==> config.mk <==
export PLATFORM = sky130hd
export DESIGN_NAME = load_store_unit
export DESIGN_NICKNAME = d
export VERILOG_FILES = /design/src/rtl/load_store_unit.sv
export SDC_FILE = /design/constraint.sdc
export NUM_CORES = 1
export LEC_CHECK = 0
export ABC_CLOCK_PERIOD_IN_PS = 3780
export CAP_MARGIN = 20
export CORE_MARGIN = 4
export CORE_UTILIZATION = 51
export CTS_CLUSTER_SIZE = 10
export DETAILED_ROUTE_END_ITERATION = 10
export GPL_TIMING_DRIVEN = 0
export PLACE_DENSITY = 0.85
export SLEW_MARGIN = 20
export SYNTH_ARGS = -nofsm -noshare
export SYNTH_HDL_FRONTEND = slang
export SYNTH_SLANG_ARGS = --single-unit
==> constraint.sdc <==
create_clock -name clk -period 3.78 [get_ports clk]
set_clock_uncertainty 0.2 [all_clocks]
set_input_delay 0.378 -clock clk [delete_from_list [all_inputs] [get_ports clk]]
set_output_delay 0.378 -clock clk [all_outputs]
set_load 0.05 [all_outputs]
==> src/rtl/load_store_unit.sv <==
// Load/store unit sitting after the ALU. It turns the ALU result into a
// word-aligned request on a req/ack data bus and builds byte enables and
// lane-replicated store data. Load data is returned sign- or zero-extended.
// The core is stalled while a transfer is outstanding. Misaligned accesses
// are flagged instead of issued, and a stuck bus is aborted after a timeout.
module load_store_unit #(
  parameter int unsigned TIMEOUT_CYCLES = 255
) (
  input  logic        clk,
  input  logic        rst,
  input  logic [31:0] ALUResult,
  input  logic [31:0] WriteData,
  input  logic [2:0]  funct3,
  input  logic        MemRead,
  input  logic        MemWrite,
  output logic [31:0] ReadData,
  output logic        Stall,
  output logic        MisalignLd,
  output logic        MisalignSt,
  output logic        BusErr,
  output logic        mem_req,
  output logic        mem_we,
  output logic [31:0] mem_addr,
  output logic [3:0]  mem_be,
  output logic [31:0] mem_wdata,
  input  logic        mem_ack,
  input  logic [31:0] mem_rdata
);

  localparam logic [1:0] IDLE = 2'd0;
  localparam logic [1:0] REQ  = 2'd1;
  localparam logic [1:0] DONE = 2'd2;

  // Counter value on the last REQ cycle that still waits for an ack.
  // With TIMEOUT_CYCLES == 0 this wraps, but the comparison is then disabled.
  localparam logic [31:0] TO_LAST = TIMEOUT_CYCLES - 1;

  logic [1:0]  state_q, state_d;
  logic [31:0] cnt_q, cnt_d;
  logic        req_q, req_d;
  logic        we_q, we_d;
  logic [31:0] addr_q, addr_d;
  logic [3:0]  be_q, be_d;
  logic [31:0] wdata_q, wdata_d;
  logic [2:0]  f3_q, f3_d;
  logic [1:0]  lane_q, lane_d;
  logic [31:0] rdata_q, rdata_d;
  logic        buserr_q, buserr_d;

  logic        access;
  logic        is_word;
  logic        is_half;
  logic        misalign;
  logic        in_idle;
  logic        start;
  logic        timeout_hit;

  // Byte enables for a store. The size comes from funct3[1:0] only,
  // so the unsigned bit has no effect on stores.
  function automatic logic [3:0] store_be(input logic [1:0] sz, input logic [1:0] lane);
    case (sz)
      2'b00:   return 4'b0001 << lane;
      2'b01:   return 4'b0011 << {lane[1], 1'b0};
      default: return 4'b1111;
    endcase
  endfunction

  // Store data copied onto every lane it could land on.
  function automatic logic [31:0] store_data(input logic [1:0] sz, input logic [31:0] d);
    case (sz)
      2'b00:   return {4{d[7:0]}};
      2'b01:   return {2{d[15:0]}};
      default: return d;
    endcase
  endfunction

  // Select the addressed byte/half of the returned word and extend it.
  // funct3 codes 011/110/111 fall into the word case.
  function automatic logic [31:0] load_extend(input logic [31:0] w, input logic [2:0] f3,
                                              input logic [1:0] lane);
    logic [7:0]  b;
    logic [15:0] h;
    case (lane)
      2'd0:    b = w[7:0];
      2'd1:    b = w[15:8];
      2'd2:    b = w[23:16];
      default: b = w[31:24];
    endcase
    h = lane[1] ? w[31:16] : w[15:0];
    case (f3[1:0])
      2'b00:   return f3[2] ? {24'd0, b} : {{24{b[7]}}, b};
      2'b01:   return f3[2] ? {16'd0, h} : {{16{h[15]}}, h};
      default: return w;
    endcase
  endfunction

  // Decode the incoming request and derive the combinational flags.
  always_comb begin
    access      = MemRead | MemWrite;
    is_word     = funct3[1];
    is_half     = (funct3[1:0] == 2'b01);
    misalign    = (is_word && (ALUResult[1:0] != 2'b00)) || (is_half && ALUResult[0]);
    in_idle     = (state_q == IDLE);
    start       = in_idle && access && !misalign;
    MisalignLd  = in_idle && access && misalign && !MemWrite;
    MisalignSt  = in_idle && access && misalign && MemWrite;
    Stall       = start || (state_q == REQ);
    timeout_hit = (TIMEOUT_CYCLES != 0) && (cnt_q == TO_LAST);
  end

  // Next-state logic: issue in IDLE, wait for ack or timeout in REQ, retire in DONE.
  always_comb begin
    state_d  = state_q;
    cnt_d    = cnt_q;
    req_d    = req_q;
    we_d     = we_q;
    addr_d   = addr_q;
    be_d     = be_q;
    wdata_d  = wdata_q;
    f3_d     = f3_q;
    lane_d   = lane_q;
    rdata_d  = rdata_q;
    buserr_d = 1'b0;
    case (state_q)
      IDLE: begin
        if (start) begin
          state_d = REQ;
          cnt_d   = 32'd0;
          req_d   = 1'b1;
          we_d    = MemWrite;
          addr_d  = {ALUResult[31:2], 2'b00};
          be_d    = MemWrite ? store_be(funct3[1:0], ALUResult[1:0]) : 4'b1111;
          wdata_d = store_data(funct3[1:0], WriteData);
          f3_d    = funct3;
          lane_d  = ALUResult[1:0];
        end
      end
      REQ: begin
        if (mem_ack) begin
          state_d = DONE;
          req_d   = 1'b0;
          if (!we_q) begin
            rdata_d = load_extend(mem_rdata, f3_q, lane_q);
          end
        end else if (timeout_hit) begin
          state_d  = DONE;
          req_d    = 1'b0;
          buserr_d = 1'b1;
          if (!we_q) begin
            rdata_d = 32'd0;
          end
        end else begin
          cnt_d = cnt_q + 32'd1;
        end
      end
      DONE: begin
        // The instruction retires here; any request present is not sampled.
        state_d = IDLE;
      end
      default: begin
        state_d = IDLE;
        req_d   = 1'b0;
      end
    endcase
  end

  // State and bus registers; reset drops the request immediately.
  always_ff @(posedge clk or negedge rst) begin
    if (!rst) begin
      state_q  <= IDLE;
      cnt_q    <= 32'd0;
      req_q    <= 1'b0;
      we_q     <= 1'b0;
      addr_q   <= 32'd0;
      be_q     <= 4'd0;
      wdata_q  <= 32'd0;
      f3_q     <= 3'd0;
      lane_q   <= 2'd0;
      rdata_q  <= 32'd0;
      buserr_q <= 1'b0;
    end else begin
      state_q  <= state_d;
      cnt_q    <= cnt_d;
      req_q    <= req_d;
      we_q     <= we_d;
      addr_q   <= addr_d;
      be_q     <= be_d;
      wdata_q  <= wdata_d;
      f3_q     <= f3_d;
      lane_q   <= lane_d;
      rdata_q  <= rdata_d;
      buserr_q <= buserr_d;
    end
  end

  assign ReadData  = rdata_q;
  assign BusErr    = buserr_q;
  assign mem_req   = req_q;
  assign mem_we    = we_q;
  assign mem_addr  = addr_q;
  assign mem_be    = be_q;
  assign mem_wdata = wdata_q;

endmodule

; ---- Yosys cells after proc, flatten, opt, wreduce, memory -nomap -nowiden
; Cells that the tools add are included.
[word_totals]
reg_bits = 140
in_bits = 104
out_inout_bits = 106
wordCells = 78
[op_classes]
add_sub_neg = 1
eq_ne = 11
n_shift = 2
mux = 27
bitwise = 3
n_reduce_logical = 23
[op_table]
columns = cell, count
row1 = two-way mux 32 bit, 9
row2 = case mux 32 bit (2 select lines), 3
row3 = "adder 32 x 1 -> 32 bit, second input constant", 1
row4 = "== test 32 x 8 -> 1 bit, second input constant", 1
row5 = case mux 8 bit (3 select lines), 1
row6 = two-way mux 16 bit, 1
row7 = "== test 2 x 1 -> 1 bit, second input constant", 4
row8 = zero test 2 bit, 4
row9 = case mux 4 bit (2 select lines), 1
row10 = logical AND 1 bit, 7
row11 = two-way mux 1 bit, 6
row12 = two-way mux 2 bit, 3
row13 = AND reduction 3 bit, 2
row14 = nonzero test 2 bit, 3
row15 = "== test 2 bit, second input constant", 2
row16 = two-way mux 4 bit, 1
row17 = "!= test 2 bit, second input constant", 2
row18 = case mux 2 bit (2 select lines), 1
row19 = AND reduction 2 bit, 2
row20 = AND reduction 4 bit, 1
row21 = "left shift 1 x 2 -> 4 bit, first input constant", 1
row22 = "left shift 2 x 2 -> 4 bit, first input constant", 1
row23 = "!= test 3 bit, second input constant", 1
row24 = case mux 1 bit (3 select lines), 1
row25 = 5 further kinds, 8

; ---- Logic depth before layout (Yosys ltp)
; Gate-level depths: netlist of run 1.
[logic_depth]
word_depth = 7
ltp_mapped = 9
mapped_depth_nobuf = 8

; ---- Worst setup path after synthesis of run 1
; Ideal clock, no wire load.
[synth_path]
path_kind = register to register
startpoint = reg lane_q[1]
endpoint = reg rdata_q[20], in the netlist ReadData[20]
t_arrival_ns = 2.071
slack_ns = 1.388
stages_incl_launch_ff = 9
n_path_buf = 3
period_less_slack_ns = 2.392
path_cell_list = dfrtp_1 buf_2 mux4_2 a21oi_2 o21ai_0 and2_1 clkbuf_1 buf_4 a22o_1
[synth_via]
elab_chain_len = 6
[synth_lines]
columns = element, line_no
row1 = start: declaration, 46  ; logic [1:0] lane_q, lane_d;
row2 = start signal: assignment, 190  ; lane_q <= lane_d;
row3 = "== test 2 bit, or another cell as far along", 83  ; case (lane)
row4 = case mux 8 bit (3 select lines), 83
row5 = two-way mux 32 bit, 91  ; 2'b00: return f3[2] ? {24'd0, b} : {{24{b[7]}}, b};
row6 = case mux 32 bit (2 select lines) *, 90  ; case (f3[1:0])
row7 = two-way mux 32 bit *, 142  ; if (!we_q) begin
row8 = two-way mux 32 bit *, 139  ; if (mem_ack) begin
row9 = end signal: assignment, 191  ; rdata_q <= rdata_d;
row10 = end: declaration, 47  ; logic [31:0] rdata_q, rdata_d;
; Mark *: on every way between the ends. The rest lies on a longest branch, timed or not. The select of a mux whose other input is x is not followed.
; A chain may end at the register's enable or synchronous reset.

; ---- Worst setup path after layout of run 1
[layout_path]
startpoint = in MemWrite
endpoint = out Stall
[layout_via]
elab_chain_len = 4
[layout_lines]
columns = element, line_no
row1 = start: declaration, 15  ; input logic MemWrite,
row2 = OR 1 bit, 99  ; access = MemRead | MemWrite;
row3 = logical AND 1 bit (2 in a row), 104  ; start = in_idle && access && !misalign;
row4 = logical OR 1 bit, 107  ; Stall = start || (state_q == REQ);
row5 = end: declaration, 17  ; output logic Stall,
; No other way between the ends.

==> results.py, run 1 <==
metrics = {
    "floorplan": {
        "die_height_um": 124,
        "start_util": 0.521,
        "fp.coreArea_mm2": 0.0132,
        "die_area_mm2": 0.0154,
        "io_pins": 210,
        "die-width_um": 124,
        "rows": 42,
    },
    "yosys": {
        "synthSimpleGateAreaFrac": 0.242,
        "synth_edf_count": 0,
        "synth_top_area_frac": 0.510,
        "ys_top_cells_by_count": "nand2_1 (185), dfrtp_1 (140), o21ai_0 (39)",
        "ys_ff_latch": 140,
        "syn_area_per_cell_um2": 9.36,
        "synth_cells": 734,
        "syn_area_mm2": 0.00687,
        "synth_xor_area_frac": 0.00638,
        "async_reset_ff_frac": 1.00,
        "synth_flop_cell": "dfrtp_1",
        "synth_compound_area_frac": 0.131,
        "synthAdderAreaFrac": 0.00364,
        "synth_area_leaders": "dfrtp_1 (51%), nand2_1 (10%), mux2i_1 (4.1%)",
        "synth_top_family_by_area": "simple AND/OR/NAND/NOR gates",
        "synth_most_common_cell": "nand2_1",
        "yosys_warnings": 0,
        "ys_seq_area_frac": 0.510,
        "synth_cell_types": 57,
        "muxShareOfSynthArea": 0.0736,
        "synth_area_leader_cell": "dfrtp_1",
    },
    "critical_path": {
        "critPathArrivalTime_ns": 2.95,
        "startpoint": "MemWrite",
        "crit_path_cell_trace": "clkdlybuf4s50_1, or2_2, nand4_1, clkbuf_1, clkbuf_2, nand2_1, clkdlybuf4s50_1",
        "r2r-start": "cnt_q[10]$_DFFE_PN0P_",
        "critPathTopFamily": "buffers and inverters",
        "worst_setup_path_end_kind": "primary output",
        "critPathSlowestCell": "clkdlybuf4s50_1",
        "crit_fanout": 10,
        "cp_data_required_time_ns": 3.20,
        "crit_top_cell": "clkdlybuf4s50_1",
        "path_class": "input pin to primary output",
        "path_buf_inv": 4,
        "critical_path.startpoint_type": "input pin",
        "cp_slowest_stage_delay_ns": 0.73,
    },
    "cts": {
        "post-cts-setup-buffers": 0,
        "cts_buffer_depth": 2,
        "cts_buffers": 17,
        "clk_latency_ns": 0.42,
        "tritoncts": "built",
        "cts-root-buf": "clkbuf_16",
        "cts_num_sinks": 140,
        "cts.clk_slew.worst_paths_ns": 0.06,
        "h-tree-depth": 4,
    },
    "power_and_ir_drop": {
        "power_density_mw_per_mm2": 872,
        "total_power_mw": 8.52,
        "swShare": 0.466,
        "power.leakage_nw": 4.26,
        "p_comb_frac": 0.532,
        "clkPwrFrac": 0.192,
        "seq_power_share": 0.276,
        "ir_worst_vdd_uv": 627,
        "p_int_mw": 4.55,
        "p_sw_mw": 3.97,
    },
    "hold_path": {
        "holdCritStartpoint": "mem_wdata[15]$_DFFE_PN0P_",
        "hp-class": "register to register",
    },
    "place": {
        "place_worst_setup_slack_ns": 0.0802,
        "place_hpwl_um": 14900,
        "post_dp_cell_area_mm2": 0.00919,
        "place_congestion": 0.867,
        "port_buffers": 206,
    },
    "timing": {
        "fin_ws_ns": 0.253,
        "fmax_mhz": 284,
        "fin_crit_ns": 3.53,
        "final_hold_viol_count": 0,
        "maxSlewViolCount": 0,
        "rsz0062_at_grt": "no",
        "slew_headroom": 0.449,
        "max_slew.worst_pin.slew_ns": 0.821,
        "finalCritPeriodShare": 0.933,
        "finalSetupViolCount": 0,
    },
    "global_route": {
        "first_global_vias": 6329,
        "overflow": 0,
        "grt_start_max_net_pins": 75,
        "grt_pass1_wl_um": 31400,
        "antenna_found_initial": 0,
        "track_usage": 0.264,
    },
    "route": {
        "antenna_left": 0,
        "drc": 0,
        "first_iter_violations": 605,
        "wl_per_cell_um": 17.9,
        "vias": 6404,
        "totalWireLength_um": 20500,
        "drtPass1Iterations": 5,
        "routed_via_density": 5.57,
    },
    "outcome": {
        "outcome": "completed",
    },
    "finish": {
        "finalNetCount": 1068,
        "drive_above_1_share": 0.0740,
        "areaGrowthSynthToFinish_pct": 42.3,
        "n_antenna_cell": 0,
        "finish.instance_area_mm2": 0.00977,
        "fin_util": 0.741,
    },
    "flow_run": {
        "maxCapViolations": 0,
    },
}
[stage by stage]
step	hold WS, ns	cells	setup TNS [ns]
2_1_floorplan	-0.118	735	0
3_3_place_gp	0.256	1117	-501.61
3_5_place_dp	0.167	1118	0
4_1_cts	0.266	1149	0
5_1_grt	0.267	1149	0
6_report	0.276	1149	0
[placed cells by master, fill, tap and decap left out, types with 18 or more instances in the layout]
| master | n |
|---|---|
| nand2_1 | 185 |
| clkdlybuf4s50_1 | 205 |
| mux2i_1 | 28 |
| mux2_2 | 18 |
| dfrtp_1 | 140 |
| o21ai_0 | 39 |
| a21oi_1 | 37 |
| nor2_1 | 37 |
| clkbuf_1 | 34 |
| nand2b_1 | 30 |
| a22o_1 | 25 |
[tightest hold or removal path, stage by stage (launching register included)]
cell     delay, ns
dfrtp_1       0.34
nand2_1       0.04
o21ai_0       0.06
[kinds of logic after synthesis]
logic type | after synthesis
XOR/XNOR | 5
flip-flops | 140
buffers and inverters | 53
AO/OA/AOI/OAI | 138
multiplexers | 47
adder cells (fa/ha/maj) | 2
other | 1
AND/OR/NAND/NOR | 348
[worst paths after layout]
| kind | endpoint | slack, ns | depth (start not counted) |
|---|---|---|---|
| max | Stall | 0.25 | 7 |
| max in group asynchronous | cnt_q[8]$_DFFE_PN0P_ | 2.37 | 3 |
| min reg2reg | mem_wdata[15]$_DFFE_PN0P_ | 0.28 | 2 |
| min in group asynchronous | ReadData[22]$_DFFE_PN0P_ | 0.31 | 2 |
| max reg2reg | cnt_q[8]$_DFFE_PN0P_ | 1.00 | 6 |
| min | mem_wdata[15]$_DFFE_PN0P_ | 0.28 | 2 |
[sequential cells by signal (all words and copies together) (netlist names)]
| signal | flops |
|---|---|
| cnt_q | 32 |
| mem_wdata | 32 |
| mem_addr | 30 |
| lane_q | 2 |
| BusErr | 1 |
| ReadData | 32 |
| mem_req | 1 |
| mem_be | 4 |
| mem_we | 1 |
| f3_q | 3 |
| state_q | 2 |
[layout make-up]
type,instances,area (um2)
Timing Repair Buffer,208,2100
Sequential cell,140,3500
Inverter,5,18.8
Buffer,48,208
Clock buffer,19,453
Tap cell,176,220
Clock inverter,11,121
Fill cell,929,3420
Multi-Input combinational cell,542,3140
[layer usage]
metal  up-vias  wire, um  GRT usage  part of all wire
li1       3014         -          -                 -
met4         0       473     0.0924             0.023
met5         -         0          0                 0
met1      3083      8200      0.328              0.40
met2       270      9900      0.430              0.48
met3        37      1960     0.0954             0.095
[timing repair]
action,CTS,global route
setup endpoints to repair,0,1
gates resized for setup,0,2
hold endpoints to repair,66,0
hold buffers,1,0
[power by group through the flow]
stage / Clock, mW / Combinational (mW) / Sequential [mW]
after floorplan: 0 / 1.21 / 4.06
after global placement: 0 / 4.46 / 2.35
after detailed placement: 0 / 4.52 / 2.37
after CTS: 1.65 / 4.54 / 2.35
after global routing: 1.71 / 4.78 / 2.41
final: 1.63 / 4.53 / 2.35
(Power assumes the default switching activity.)
==> run 2: changes to the inputs <==
ABC_CLOCK_PERIOD_IN_PS = 3050   (was 3780)
CORE_UTILIZATION = 43   (was 51)
PLACE_DENSITY = 0.76   (was 0.85)
clock period = 3.05 ns   (was 3.78 ns; I/O delays follow)
==> run 2 against run 1 <==
Net effect:
- sequential power rose by 24%
- setup slack worse by 0.030 ns
- largest cell class unchanged
- clock power grew 26%
- wire length increased by 2.5%
- critical path type is now register to register
- die area grew 17%
- via count is 0.25% lower
- cell count increased by 3.0%
- count of clock-buffer cells in the layout up 6
==> results.py, run 2 (synthesized netlist as in run 1, its figures left out) <==
metrics = {
    "outcome": {
        "outcome": "completed",
    },
    "route": {
        "drtPass1Iterations": 5,
        "drc": 0,
        "antenna_left": 0,
        "wl_per_cell_um": 17.8,
        "vias": 6388,
        "routed_via_density": 5.40,
        "first_iter_violations": 401,
        "totalWireLength_um": 21000,
    },
    "finish": {
        "mostFrequentLayoutCell": "clkdlybuf4s50_1",
        "layout_common_cells": "clkdlybuf4s50_1 (204), nand2_1 (185), dfrtp_1 (140)",
        "drive_above_1_share": 0.0730,
        "finalNetCount": 1068,
        "fillers": 1352,
        "n_antenna_cell": 0,
        "instances_no_fill": 1184,
        "fin_util": 0.637,
        "areaGrowthSynthToFinish_pct": 43.0,
    },
    "timing": {
        "worst_hold_slack_ns": 0.205,
        "final_hold_viol_count": 0,
        "fin_crit_ns": 2.83,
        "slew_headroom": 0.487,
        "fmax_mhz": 354,
        "finalSetupViolCount": 0,
        "setup_tns_ns": 0,
        "rsz0062_at_grt": "no",
        "finalCritPeriodShare": 0.927,
        "max_slew.worst_pin.slew_ns": 0.769,
        "maxSlewViolCount": 0,
    },
    "global_route": {
        "track_usage": 0.232,
        "first_global_vias": 6312,
        "antenna_found_initial": 0,
        "grt_start_max_net_pins": 74,
        "grt_pass1_wl_um": 33300,
        "overflow": 0,
    },
    "floorplan": {
        "fp.coreArea_mm2": 0.0154,
        "io_pins": 210,
        "rows": 45,
        "die_area_mm2": 0.0181,
        "start_util": 0.445,
        "die_height_um": 134,
        "die-width_um": 134,
    },
    "place": {
        "place_congestion": 0.885,
        "place_hpwl_um": 15300,
        "place_inst": 1153,
        "port_buffers": 206,
    },
    "critical_path": {
        "critPathArrivalTime_ns": 2.94,
        "critical_path.startpoint_type": "register",
        "crit_fanout": 10,
        "cp_data_required_time_ns": 3.17,
        "worst_setup_path_end_kind": "register",
        "path_class": "register to register",
    },
    "cts": {
        "h-tree-depth": 4,
        "cts_buffers": 17,
        "cts.clk_slew.worst_paths_ns": 0.06,
        "tritoncts": "built",
        "clk_latency_ns": 0.43,
        "cts-root-buf": "clkbuf_16",
        "cts_num_sinks": 140,
        "post-cts-setup-buffers": 0,
        "cts_buffer_depth": 2,
    },
    "power_and_ir_drop": {
        "total_power_mw": 10.6,
        "power_density_mw_per_mm2": 1080,
        "power.leakage_nw": 4.25,
        "ir_worst_vdd_uv": 634,
    },
    "hold_path": {
        "hp-class": "input pin to register",
    },
    "flow_run": {
        "maxCapViolations": 0,
    },
}
run 2: cell count changes in the layout (fill, tap and decap cells not counted), moves of 2 or more:
cell,previous run,this run
clkinv_2,4,0
clkbuf_1,34,37
clkbuf_2,2,4
clkbuf_8,2,4
clkinv_4,3,1
run 2: worst max-delay path: stages, from the launching register on:
cell	delay [ns]
dfrtp_1	0.41
inv_1	0.08
ha_1	0.17
nor4b_1	0.27
nand3_1	0.21
nor4_1	0.47
o21ai_1	0.26
clkbuf_1	0.33
a22o_1	0.31
run 2: per-layer routing:
metal  GRT usage  up-vias  part of all wire
met2       0.361      258              0.47
met3      0.0806       33             0.094
met5           0        -                 0
met4      0.0854        0             0.022
met1       0.302     3082              0.42
li1            -     3015                 -
run 2: through the flow:
stage	setup WS (ns)	area [um2]
floorplan	0.658	6870
global placement	-4.26	9200
detailed placement	-0.575	9230
CTS	0.0122	9820
global route	0.000697	9820
finish	0.223	9820
run 2: power by group:
group	switching, mW	internal (mW)
combinational	3.73	1.87
sequential	0.384	2.53
clock	0.772	1.28
run 2: final cells by class:
cell class | count | area (um2) | share of cell area
buffer | 48 | 209 | 0.0213
clock buffer | 25 | 495 | 0.0504
clock inverter | 5 | 83.8 | 0.00853
inverter | 5 | 18.8 | 0.00191
multi-input combinational | 542 | 3150 | 0.321
sequential | 140 | 3500 | 0.357
tap | 211 | 264 | 0.0269
timing repair buffer | 208 | 2100 | 0.214
run 2: worst paths after layout:
| kind | cells past startpoint | slack (ns) | from | to |
|---|---|---|---|---|
| worst max-delay path | 8 | 0.22 | cnt_q[0]$_DFFE_PN0P_ | ReadData[28]$_DFFE_PN0P_ |
| min in group asynchronous | 2 | 0.23 | rst | mem_addr[24]$_DFFE_PN0P_ |
| worst min register to register | 2 | 0.27 | mem_addr[12]$_DFFE_PN0P_ | mem_addr[12]$_DFFE_PN0P_ |
| max in group asynchronous | 3 | 1.68 | rst | mem_wdata[5]$_DFFE_PN0P_ |
| worst min-delay path | 3 | 0.20 | funct3[2] | f3_q[2]$_DFFE_PN0P_ |
| worst max register to register | 8 | 0.22 | cnt_q[0]$_DFFE_PN0P_ | ReadData[28]$_DFFE_PN0P_ |
run 2: timing repair:
action	in CTS	in global routing
gates resized for setup	3	3
setup endpoints to repair	1	11
hold endpoints to repair	67	0
hold buffers	1	0
